===== src/rtl/ex_sm_pkg.sv =====
// ex_sm_pkg: shared defaults for the ex_sm input conditioner and its benches.
//   SYNC_STAGES_DEF     - default synchroniser depth per channel
//   DEBOUNCE_CYCLES_DEF - default number of edges a new value must persist
//   cnt_width()         - width of a debounce counter able to hold 0..cycles
//   abc_t               - the three ex_sm inputs bundled as one payload
package ex_sm_pkg;

  localparam int unsigned SYNC_STAGES_DEF     = 2;
  localparam int unsigned DEBOUNCE_CYCLES_DEF = 4;

  // Counter width for a count that must reach cycles-1 without wrapping.
  function automatic int unsigned cnt_width(input int unsigned cycles);
    int unsigned w;
    w = 1;
    while ((64'd1 << w) < 64'(cycles) + 64'd1) w = w + 1;
    return w;
  endfunction

  typedef struct packed {
    logic a;
    logic b;
    logic c;
  } abc_t;

endpackage


===== src/rtl/ex_sm_input_cond_debounce_ch.sv =====
// debounce_ch: one input-conditioner channel.
//   Synchronises an asynchronous raw input, debounces it with a stability
//   counter and emits the clean level plus a one-cycle rising-edge pulse.
// Ports:
//   clk  - rising-edge clock
//   rst  - synchronous active-low reset
//   raw  - asynchronous, possibly bouncing input
//   lvl  - debounced level (registered)
//   rise - one-cycle pulse after lvl goes 0->1 (registered)
module debounce_ch
  import ex_sm_pkg::*;
#(
  parameter int unsigned SYNC_STAGES     = SYNC_STAGES_DEF,
  parameter int unsigned DEBOUNCE_CYCLES = DEBOUNCE_CYCLES_DEF
) (
  input  logic clk,
  input  logic rst,
  input  logic raw,
  output logic lvl,
  output logic rise
);

  localparam int unsigned    CW       = cnt_width(DEBOUNCE_CYCLES);
  localparam logic [CW-1:0]  CNT_LAST = CW'(DEBOUNCE_CYCLES - 1);

  logic [SYNC_STAGES-1:0] sync_q;
  logic                   s;
  logic [CW-1:0]          cnt_q;
  logic [CW-1:0]          cnt_d;
  logic                   lvl_d;
  logic                   rise_d;

  assign s = sync_q[SYNC_STAGES-1];

  // State registers: synchroniser chain, counter, level and pulse.
  always_ff @(posedge clk) begin
    if (!rst) begin
      sync_q <= '0;
      cnt_q  <= '0;
      lvl    <= 1'b0;
      rise   <= 1'b0;
    end else begin
      sync_q <= {sync_q[SYNC_STAGES-2:0], raw};
      cnt_q  <= cnt_d;
      lvl    <= lvl_d;
      rise   <= rise_d;
    end
  end

  // Next state: any return of s to lvl restarts the count; a full count
  // of disagreeing edges accepts the new value.
  always_comb begin
    cnt_d  = '0;
    lvl_d  = lvl;
    rise_d = 1'b0;
    if (s != lvl) begin
      if (cnt_q == CNT_LAST) begin
        lvl_d  = s;
        rise_d = s;
      end else begin
        cnt_d = cnt_q + CW'(1);
      end
    end
  end

endmodule


===== src/rtl/ex_sm_input_cond.sv =====
// ex_sm_input_cond: three-channel input conditioner feeding ex_sm a/b/c.
//   Each raw input is synchronised and debounced independently.
// Ports:
//   clk                    - rising-edge clock
//   rst                    - synchronous active-low reset
//   raw_a, raw_b, raw_c    - asynchronous, bouncing raw inputs
//   a, b, c                - debounced levels to ex_sm (registered)
//   a_rise, b_rise, c_rise - one-cycle rising-edge pulses (registered)
module ex_sm_input_cond
  import ex_sm_pkg::*;
#(
  parameter int unsigned SYNC_STAGES     = SYNC_STAGES_DEF,
  parameter int unsigned DEBOUNCE_CYCLES = DEBOUNCE_CYCLES_DEF
) (
  input  logic clk,
  input  logic rst,
  input  logic raw_a,
  input  logic raw_b,
  input  logic raw_c,
  output logic a,
  output logic b,
  output logic c,
  output logic a_rise,
  output logic b_rise,
  output logic c_rise
);

  abc_t raw_v;
  abc_t lvl_v;
  abc_t rise_v;

  assign raw_v = '{a: raw_a, b: raw_b, c: raw_c};

  assign a      = lvl_v.a;
  assign b      = lvl_v.b;
  assign c      = lvl_v.c;
  assign a_rise = rise_v.a;
  assign b_rise = rise_v.b;
  assign c_rise = rise_v.c;

  // Three identical, independent channels.
  debounce_ch #(
    .SYNC_STAGES    (SYNC_STAGES),
    .DEBOUNCE_CYCLES(DEBOUNCE_CYCLES)
  ) u_ch_a (
    .clk (clk),
    .rst (rst),
    .raw (raw_v.a),
    .lvl (lvl_v.a),
    .rise(rise_v.a)
  );

  debounce_ch #(
    .SYNC_STAGES    (SYNC_STAGES),
    .DEBOUNCE_CYCLES(DEBOUNCE_CYCLES)
  ) u_ch_b (
    .clk (clk),
    .rst (rst),
    .raw (raw_v.b),
    .lvl (lvl_v.b),
    .rise(rise_v.b)
  );

  debounce_ch #(
    .SYNC_STAGES    (SYNC_STAGES),
    .DEBOUNCE_CYCLES(DEBOUNCE_CYCLES)
  ) u_ch_c (
    .clk (clk),
    .rst (rst),
    .raw (raw_v.c),
    .lvl (lvl_v.c),
    .rise(rise_v.c)
  );

endmodule

===== config.mk =====
export PLATFORM = sky130hd
export DESIGN_NAME = ex_sm_input_cond
export DESIGN_NICKNAME = d
export VERILOG_FILES = /design/src/rtl/ex_sm_pkg.sv /design/src/rtl/ex_sm_input_cond_debounce_ch.sv /design/src/rtl/ex_sm_input_cond.sv
export SDC_FILE = /design/constraint.sdc
export NUM_CORES = 1
export LEC_CHECK = 0
export ABC_AREA = 1
export BUFFER_PORTS_ARGS = -buffer_cell sky130_fd_sc_hd__buf_2
export CELL_PAD_IN_SITES_DETAIL_PLACEMENT = 0
export CELL_PAD_IN_SITES_GLOBAL_PLACEMENT = 1
export CORE_MARGIN = 3
export CORE_UTILIZATION = 39
export CTS_CLUSTER_SIZE = 20
export DETAILED_ROUTE_END_ITERATION = 8
export GPL_TIMING_DRIVEN = 0
export PLACE_DENSITY_LB_ADDON = 0.1
export SYNTH_ARGS = -nofsm -noshare
export SYNTH_HDL_FRONTEND = slang
export SYNTH_SLANG_ARGS = --single-unit

===== constraint.sdc =====
create_clock -name clk -period 1.1 [get_ports clk]
set_clock_uncertainty 0.05 [all_clocks]
set_input_delay 0.055 -clock clk [delete_from_list [all_inputs] [get_ports clk]]
set_output_delay 0.055 -clock clk [all_outputs]
set_load 0.1 [all_outputs]

After elaboration in Yosys (flattened, before gate mapping)
Index checks and enable logic that the tools add are counted.
{"block": "totals", "reg_bits": 21, "inputBits": 5, "output_inout_bits": 6}
{"block": "op_classes", "addsub": 3, "eq_ne": 6, "bitwise_logic": 4, "reduce_logical": 9}
{"cell": "adder 3 x 1 -> 3 bit, second input constant", "count": 3}
{"cell": "equality test 3 x 2 -> 1 bit, second input constant", "count": 3}
{"cell": "AND reduction 3 bit", "count": 3}
{"cell": "OR reduction 3 bit", "count": 3}
{"cell": "AND reduction 2 bit", "count": 3}
{"cell": "inverter 1 bit", "count": 4}
{"cell": "!= test 1 bit", "count": 3}

Depth between registers and ports, before layout
{"block": "depth", "word_depth": 3, "ltp_mapped": 5, "ltp_nobuf": 5}

Cells and area by module
Synthesis repeated with hierarchy kept, for this count alone.
{"block": "unflattened", "cells_unflattened": 84, "area_unflattened_um2": 735.7}
{"mod": "debounce_ch", "n_inst": 3, "cells_each": 28, "area_each_um2": 245.2}

Worst setup path before layout
Ideal clock, no wire load.
{"block": "synth_path", "kind": "reg2reg", "from": "register u_ch_a.lvl", "to": "register u_ch_a.cnt_q[0]", "t_arrival_ns": 1.351, "slack_ns": -0.366, "path_stages_with_launch": 5, "synth_period_minus_slack_ns": 1.466, "cell_sequence": "dfxtp_1 inv_1 nand2_1 nand4_2 nor2_1"}
{"block": "synth_via", "elab_chain_cells": 3}
{"item": "start, declared", "line": "ex_sm_input_cond_debounce_ch.sv:19", "source": "output logic lvl,"}
{"item": "start signal, assigned", "line": "ex_sm_input_cond_debounce_ch.sv:45", "source": "lvl <= lvl_d;"}
{"item": "!= test 1 bit", "line": "ex_sm_input_cond_debounce_ch.sv:56", "source": "if (s != lvl) begin"}
{"item": "inverter 1 bit (no line)"}
{"item": "OR reduction 3 bit (no line)"}
{"item": "end signal, assigned", "line": "ex_sm_input_cond_debounce_ch.sv:44", "source": "cnt_q <= cnt_d;"}
{"item": "end, declared", "line": "ex_sm_input_cond_debounce_ch.sv:28", "source": "logic [CW-1:0] cnt_q;"}
Every way passes these cells.
A chain may end at the register's enable or synchronous reset.

Worst setup path after layout
{"block": "layout_path", "from": "register u_ch_b.lvl", "to": "output port b"}
{"item": "start, declared", "line": "ex_sm_input_cond_debounce_ch.sv:19"}
{"item": "start signal, assigned", "line": "ex_sm_input_cond_debounce_ch.sv:45"}
{"item": "end, declared", "line": "ex_sm_input_cond.sv:21", "source": "output logic b,"}
No word-level cell between the ends.

==> flow_metrics.tcl <==
set metrics [dict create \
    yosys_warnings 0 \
    critPathLaunchType "register" \
    die_area_um2 2520 \
    worstPathCellList "buf_4" \
    first_iter_violations 2 \
    post-route-util 0.596 \
    max_freq_mhz 939 \
    hold_viol 0 \
    port_buffers 9 \
    finalCritPeriodShare 0.968 \
    ys_seq_area_frac 0.552 \
    synth_top_cell_area_share 0.552 \
    synthMuxAreaShare 0 \
    hp-class "register to register" \
    post-place-ws_ns -0.0310 \
    nets 116 \
    via_per_inst 4.26 \
    rsz0062_at_grt "no" \
    crit_fanout 4 \
    track_usage 0.0959 \
    vdd_drop_max_mv 0.713 \
    final_cell_mix "inv_1 (19), dfxtp_1 (15), nand2_1 (12), nor2_1 (9), buf_4 (7)" \
    area_delta_synth_final_pct 39.4 \
    vias 550 \
    power_density_nw_per_um2 1130 \
    antenna_found_initial 0 \
    finalSetupTns_ns 0 \
    min_period_ns 1.07 \
    n_antenna_cell 0 \
    synth_area_um2 762 \
    post_drt_wl_per_cell_um 8.80 \
    die_h_um 50.2 \
    slowest_delay_ns 0.38 \
    wirelength_um 1140 \
    drive_gt1_frac 0.365 \
    fin_ws_ns 0.0347 \
    syn_inst 86 \
    synth_adder_area_share 0.0985 \
    root_buffer "clkbuf_4" \
    grt_pass1_vias 477 \
    dr.pass1.iters 4 \
    rows 15 \
    relSlewSlack 0.816 \
    setup_viol_count_final 0 \
    place_congestion 0.609 \
    cts_tree "yes" \
    worstPathRequired_ns 1.00 \
    clock_latency_ns 0.30 \
    path_clk_slew_ns 0.12 \
    crit_type "register to output port" \
    ys_seq_elements 21 \
    place_inst 120 \
    netlist_top_cells_area "dfxtp_1 (55%), inv_1 (11%), ha_1 (9.9%)" \
    setup.worst_path.end_class "output port" \
    synth_top_family_by_area "simple AND/OR/NAND/NOR gates" \
    cts-htree-levels 1 \
    grt.overflow.total 0 \
    core_um2 1780 \
    syn_nets 97 \
    drc 0 \
    synth-compound-area-share 0.0394 \
    crit_buf_inv 1 \
    stdcell_count 129 \
    numCtsBuffers 3 \
    die_w_um 50.2 \
    clockBufferDepth 2 \
    initial_core_util 0.427 \
    synth_xor_area_frac 0 \
    post-dp-hpwl_um 714 \
    cpLargestDelayFamily "flip-flops" \
    final_common_cell "inv_1" \
    synth.avg_cell_area_um2 8.86 \
    grt_max_degree 13 \
    cap_violations 0 \
    yosys.area_share.simple 0.187 \
    status "complete, no violations" \
    cp_data_arrival_time_ns 0.96 \
    ant_nets 0 \
    critPathSlowestCell "dfxtp_4" \
    tightestPinTransition_ns 0.279 \
    synth_cell_types 10 \
    io_pins 11 \
    grt_pass1_wl_um 1830 \
    synth_area_leader_cell "dfxtp_1" \
    slew_violations 0 \
    clock-sinks 21 \
    leakagePower_nw 0.440 \
]
[metal layers]
metal  part of all wire  track usage
met1               0.47        0.115
met2               0.48        0.152
met3              0.041       0.0267
met4              0.011       0.0553
met5                  0            0
[registers in the layout, indices dropped and copies added (netlist names)]
register,count
u_ch_a.cnt_q,3
u_ch_a.lvl,1
u_ch_a.rise,1
u_ch_a.sync_q,2
u_ch_b.cnt_q,3
u_ch_b.lvl,1
u_ch_b.rise,1
u_ch_b.sync_q,2
u_ch_c.cnt_q,3
u_ch_c.lvl,1
u_ch_c.rise,1
u_ch_c.sync_q,2
[timing repair]
| item | CTS | global route |
|---|---|---|
| endpoints found under the setup margin | 17 | 12 |
| gates resized for setup | 15 | 21 |
| buffers inserted | 0 | 1 |
| endpoints found under the hold margin | 8 | 0 |
| hold buffers | 4 | 0 |
| pin swaps | 6 | 9 |
[worst min-delay path: cells and delay by family, from the launching register on]
family	cells	cell delay, ns
buf+inv	1	0.03
flops	1	0.31
simple gates	1	0.05
[report_power, final]
| part | switching [W] | total [W] | internal [W] |
|---|---|---|---|
| clock | 0.000229 | 0.000364 | 0.000135 |
| combinational | 0.0000286 | 0.0000592 | 0.0000306 |
| sequential | 0.00000912 | 0.000776 | 0.000767 |
[per-stage QoR]
step	total power [W]	instance area [µm²]	hold WS [ns]
2_1_floorplan	0.000817	773	0.103
3_3_place_gp	0.000828	850	0.188
3_5_place_dp	0.000829	850	0.191
4_1_cts	0.00120	952	0.353
5_1_grt	0.00124	1060	0.387
6_report	0.00120	1060	0.373
[Yosys cell counts, drive strengths merged]
| cell | n |
|---|---|
| inv | 22 |
| dfxtp | 21 |
| nand2 | 12 |
| nor2 | 12 |
| ha | 6 |
| a21oi | 3 |
| nand3 | 3 |
| nand4 | 3 |
| o21ai | 3 |
| buf | 1 |
[path summary, 6_finish.rpt]
kind | from | endpoint | slack, ns | cells past startpoint
worst max-delay path | u_ch_b.lvl | b | 0.03 | 1
worst min-delay path | u_ch_c.sync_q[0] | u_ch_c.sync_q[1] | 0.37 | 2
worst max register to register | u_ch_a.cnt_q[0] | u_ch_a.cnt_q[0] | 0.07 | 5
worst min register to register | u_ch_c.sync_q[0] | u_ch_c.sync_q[1] | 0.37 | 2
[final cells by class]
| cell class | instances | area [µm²] |
|---|---|---|
| fillers | 159 | 721 |
| flip-flops and latches | 21 | 435 |
| multi-input cells | 42 | 364 |
| repair buffers | 14 | 108 |
| inverters | 22 | 85.1 |
| well taps | 25 | 31.3 |
| clock buffers | 3 | 22.5 |
| plain buffers | 1 | 11.3 |
| clock inverters | 1 | 5.00 |
[logic make-up after synthesis]
family	count (synthesis)
simple gates	30
buf+inv	23
fa+ha+maj	6
compound gates	6
flops	21
Power figures use the tool's default switching activity.
